--- src/rtl/la_rstseq.sv ---
// Multi-channel reset sequencer: async assert, synchronised and staggered release
// of N active-low reset channels, with a software re-sequence request.
module la_rstseq #(
  parameter     PROP   = "DEFAULT",
  parameter int STAGES = 2,
  parameter int N      = 4,
  parameter int GAP    = 8,
  parameter int HOLD   = 4,
  parameter int RND    = 1
) (
  input  logic         clk,
  input  logic         nrst_in,
  input  logic         swrst_req,
  output logic [N-1:0] nrst_out,
  output logic         ready
);

  localparam int CMAX = (GAP > HOLD) ? GAP : HOLD;
  localparam int CW   = $clog2(CMAX) + 1;
  localparam int IW   = $clog2(N) + 1;

  if (STAGES < 2 || N < 1 || GAP < 1 || HOLD < 1 || RND < 0) begin : g_bad_cfg
    $error("la_rstseq %s: illegal parameter set", PROP);
  end

  // In simulation an optional extra stage models metastability-resolution jitter.
`ifdef SIM
  localparam int XTRA = (RND != 0) ? 1 : 0;
`else
  localparam int XTRA = 0;
`endif

  typedef enum logic [1:0] {
    S_IDLE,
    S_SEQ,
    S_DONE,
    S_HOLD
  } state_t;

  logic [STAGES-1+XTRA:0] sync_q, sync_d;
  logic                   rs;
  state_t                 state_q, state_d;
  logic [CW-1:0]          cnt_q, cnt_d;
  logic [IW-1:0]          idx_q, idx_d;
  logic [N-1:0]           out_q, out_d;
  logic                   ready_q, ready_d;
  logic                   start_rel;
  logic                   go_hold;

  always_comb begin
    sync_d = {sync_q[STAGES-2+XTRA:0], 1'b1};
  end

  always_ff @(posedge clk or negedge nrst_in) begin
    if (!nrst_in) begin
      sync_q <= '0;
    end else begin
      sync_q <= sync_d;
    end
  end

`ifdef SIM
  logic rnd_sel_q;
  always_ff @(posedge clk or negedge nrst_in) begin
    if (!nrst_in) begin
      rnd_sel_q <= 1'b0;
    end else begin
      rnd_sel_q <= (XTRA != 0) ? 1'($urandom) : 1'b0;
    end
  end
  assign rs = rnd_sel_q ? sync_q[STAGES-1+XTRA] : sync_q[STAGES-1];
`else
  assign rs = sync_q[STAGES-1];
`endif

  always_comb begin
    state_d   = state_q;
    cnt_d     = cnt_q;
    idx_d     = idx_q;
    out_d     = out_q;
    ready_d   = ready_q;
    start_rel = 1'b0;
    go_hold   = 1'b0;
    unique case (state_q)
      S_IDLE: begin
        start_rel = rs;
      end
      S_SEQ: begin
        if (swrst_req) begin
          go_hold = 1'b1;
        end else if (cnt_q == CW'(GAP - 1)) begin
          for (int k = 0; k < N; k++) begin
            if (idx_q == IW'(k)) out_d[k] = 1'b1;
          end
          idx_d = idx_q + IW'(1);
          cnt_d = '0;
          if (idx_q == IW'(N - 1)) begin
            state_d = S_DONE;
            ready_d = 1'b1;
          end
        end else begin
          cnt_d = cnt_q + CW'(1);
        end
      end
      S_DONE: begin
        go_hold = swrst_req;
      end
      S_HOLD: begin
        if (cnt_q != CW'(HOLD - 1)) cnt_d = cnt_q + CW'(1);
        start_rel = !swrst_req && (cnt_q == CW'(HOLD - 1));
      end
    endcase

    // A release (from IDLE or after HOLD) always restarts with channel 0.
    if (start_rel) begin
      out_d    = '0;
      out_d[0] = 1'b1;
      idx_d    = IW'(1);
      cnt_d    = '0;
      state_d  = (N == 1) ? S_DONE : S_SEQ;
      ready_d  = (N == 1);
    end

    // Software request overrides any release scheduled for the same edge.
    if (go_hold) begin
      out_d   = '0;
      ready_d = 1'b0;
      cnt_d   = '0;
      idx_d   = '0;
      state_d = S_HOLD;
    end
  end

  always_ff @(posedge clk or negedge nrst_in) begin
    if (!nrst_in) begin
      state_q <= S_IDLE;
      cnt_q   <= '0;
      idx_q   <= '0;
      out_q   <= '0;
      ready_q <= 1'b0;
    end else begin
      state_q <= state_d;
      cnt_q   <= cnt_d;
      idx_q   <= idx_d;
      out_q   <= out_d;
      ready_q <= ready_d;
    end
  end

  assign nrst_out = out_q;
  assign ready    = ready_q;

endmodule
--- config.mk ---
export PLATFORM = sky130hd
export DESIGN_NAME = la_rstseq
export DESIGN_NICKNAME = d
export VERILOG_FILES = /design/src/rtl/la_rstseq.sv
export SDC_FILE = /design/constraint.sdc
export NUM_CORES = 1
export LEC_CHECK = 0
export ABC_AREA = 1
export ABC_CLOCK_PERIOD_IN_PS = 2150
export CORE_MARGIN = 1.5
export CORE_UTILIZATION = 58
export DETAILED_ROUTE_END_ITERATION = 6
export GPL_TIMING_DRIVEN = 0
export MAX_ROUTING_LAYER = met4
export PLACE_DENSITY = 0.88
export SYNTH_ARGS = -nofsm -noshare
export SYNTH_HDL_FRONTEND = slang
export SYNTH_SLANG_ARGS = --single-unit
--- constraint.sdc ---
create_clock -name clk -period 2.15 [get_ports clk]
set_input_delay 0.3225 -clock clk [delete_from_list [all_inputs] [get_ports clk]]
set_output_delay 0.3225 -clock clk [all_outputs]
set_load 0.05 [all_outputs]
==> results_dict.tcl <==
set metrics [dict create \
    wl_per_cell_um 13.1 \
    rsz0062_at_grt "no" \
    cts_resized 0 \
    synthesis.area_sq_um 870 \
    r2r_cells 7 \
    grt.overflow.total 0 \
    cts-hold-fix-buffers 0 \
    netlist.area_leader.share_pct 43.2 \
    final_cell_mix "nand2_1 (15), dfrtp_1 (15), inv_1 (14)" \
    cts_tree "yes" \
    fp.dieArea_sq_mm 0.00174 \
    endpoint "nrst_out[3]" \
    ir_drop_mv 0.697 \
    rr_startpoint "state_q[1]$_DFFE_PN0P_" \
    clk_pin_slew_ps 80 \
    drtPass1Iterations 4 \
    port_buffers 7 \
    io_pins 8 \
    final_cell_area_sq_um 985 \
    finalCriticalPeriod_ps 1870 \
    place.gp.congestion 0.751 \
    wl_met1_um 668 \
    grt_max_degree 16 \
    relSlewSlack_pct 56.5 \
    cts_num_sinks 15 \
    synth_nets 108 \
    routed.top_layer "met4" \
    drtIter0Drc 13 \
    cp-end-kind "output port" \
    yosysWarnings 0 \
    ys_seq_elements 15 \
    outcome "finished clean" \
    core_sq_mm 0.00135 \
    grt_pass1_wl_mm 2.70 \
    clkLatencyLatePin_ps 270 \
    min_path_type "register to register" \
    r2r-end "idx_q[2]$_DFFE_PN0P_" \
    yosysTopAreaCell "dfrtp_1" \
    drc_errors 0 \
    power_density_mw_per_mm2 1070 \
    post-route-period-util_pct 87.2 \
    register_area_sq_um 375 \
    setup_viol 0 \
    hold_viol 0 \
    drive_above_1_share_pct 19.6 \
    cts.htree.levels 1 \
    grt_usage_pct 20.7 \
    post_cts_buffers 0 \
    grt_pass1_vias 663 \
    dieHeight_um 41.7 \
    syn-mean-instance-area_sq_um 9.06 \
    synthDistinctLibCells 21 \
    nets 120 \
    antenna_found_initial 0 \
    crit_path_max_fanout 3 \
    fmax_mhz 534 \
    ant_nets 0 \
    synthCells 96 \
    worstSetupPathType "register to output port" \
    reg2reg_setup_slack_ps 690 \
    fp-row-count 13 \
    worstMarginPinSlew_ps 651 \
    crit_arrival_ps 1550 \
    drv_slew 0 \
    power.leakage_nw 0.501 \
    clockBufferDepth 2 \
    syn_to_final_growth_pct 13.2 \
    fin_tns_setup_ps 0 \
    die_w_um 41.7 \
    vias_per_cell 5.24 \
    diodes 0 \
    met2_length_um 886 \
    critPathLaunchType "register" \
    hpwl_mm 1.21 \
    fillCellCount 97 \
    startpoint "nrst_out[3]$_DFFE_PN0P_" \
    multi_input_area_sq_um 430 \
    dr_wl_met3_um 37 \
    required_ps 1830 \
    synthTopCellsByArea "dfrtp_1 (43%), ha_1 (13%), nand2_1 (6.5%), inv_1 (6.0%), nand3_1 (3.5%)" \
    clock_skew_ps 2.21 \
    via_count 639 \
    root_buffer "clkbuf_4" \
    routed_wl_mm 1.60 \
    cts_inserted_buffers 3 \
    yosysSeqAreaShare_pct 43.2 \
    maxCapViolCount 0 \
    postPlaceCellArea_sq_um 958 \
    start_util_pct 64.4 \
]
[Yosys cell counts]
| cell type | n |
|---|---|
| o21ai_2 | 1 |
| nor2_2 | 4 |
| inv_2 | 1 |
| nand2_2 | 3 |
| nand2_4 | 2 |
| inv_1 | 14 |
| a31oi_1 | 3 |
| a21oi_2 | 3 |
| nand4_1 | 1 |
| a21oi_1 | 3 |
| conb_1 | 1 |
| nand3_1 | 6 |
| nor2_4 | 1 |
| buf_4 | 1 |
| nand3_2 | 2 |
| ha_1 | 9 |
| xor2_1 | 2 |
| nor2_1 | 8 |
| o21a_1 | 1 |
| dfrtp_1 | 15 |
| nand2_1 | 15 |
[power by group]
part / leakage, nW / internal, mW / total, mW / switching [mW]
logic: 0.298 / 0.180 / 0.497 / 0.317
clock network: 0.0150 / 0.0718 / 0.155 / 0.0831
registers: 0.189 / 0.346 / 0.400 / 0.0545
[layer usage]
metal | global-route usage [%] | vias to the layer above
met5 | - | -
met1 | 23.1 | 301
met4 | 5.81 | 0
li1 | - | 322
met2 | 38.1 | 14
met3 | 2.61 | 2
[through the flow]
step / hold WS, ps / instances / total power, mW / setup WS, ps / util, %
final: 364 / 122 / 1.05 / 276 / 72.9
after global routing: 366 / 122 / 1.14 / 239 / 72.9
after CTS: 362 / 122 / 1.06 / 273 / 72.9
after detailed placement: 343 / 118 / 0.903 / 530 / 71.0
after floorplan: 26.9 / 96 / 0.786 / 854 / -
after global placement: 338 / 118 / 0.866 / 558 / 71.0
[area by class of cell]
cell class                 instances  area share, %
timing repair buffer               7           7.12
clock buffer                       4           2.67
tap                               15           1.91
multi-input combinational         65           43.7
inverter                          15           5.72
sequential                        15           38.1
buffer                             1          0.762
[sequential cells by signal (all words and copies together) (netlist names)]
register	cells
cnt_q	4
nrst_out	4
idx_q	3
state_q	2
sync_q	2
[worst min-delay path by stage]
stage | start | end | slack (ps) | cells after the start
floorplan | nrst_in | cnt_q[0]$_DFFE_PN0P_ | 30 | 0
global placement | sync_q[0]$_DFF_PN0_ | sync_q[1]$_DFF_PN0_ | 340 | 0
detailed placement | sync_q[0]$_DFF_PN0_ | sync_q[1]$_DFF_PN0_ | 340 | 0
CTS | sync_q[0]$_DFF_PN0_ | sync_q[1]$_DFF_PN0_ | 360 | 0
global route | sync_q[0]$_DFF_PN0_ | sync_q[1]$_DFF_PN0_ | 370 | 0
finish | sync_q[0]$_DFF_PN0_ | sync_q[1]$_DFF_PN0_ | 360 | 0
[cells by family (layout without fill, tap and decap cells)]
group / after synthesis / after routing / share of synthesized area, %
simple gates: 42 / 42 / 25.3
buf+inv: 16 / 27 / 7.34
flops: 15 / 15 / 43.2
compound gates: 11 / 11 / 8.78
fa+ha+maj: 9 / 9 / 12.9
xor+xnor: 2 / 2 / 2.01
other cells: 1 / 1 / 0.431
[critical path, stage by stage, from the launching register on]
cell	delay, ps
dfrtp_1	370
buf_4	110
clkdlybuf4s50_1	790
(Power assumes the default switching activity.)
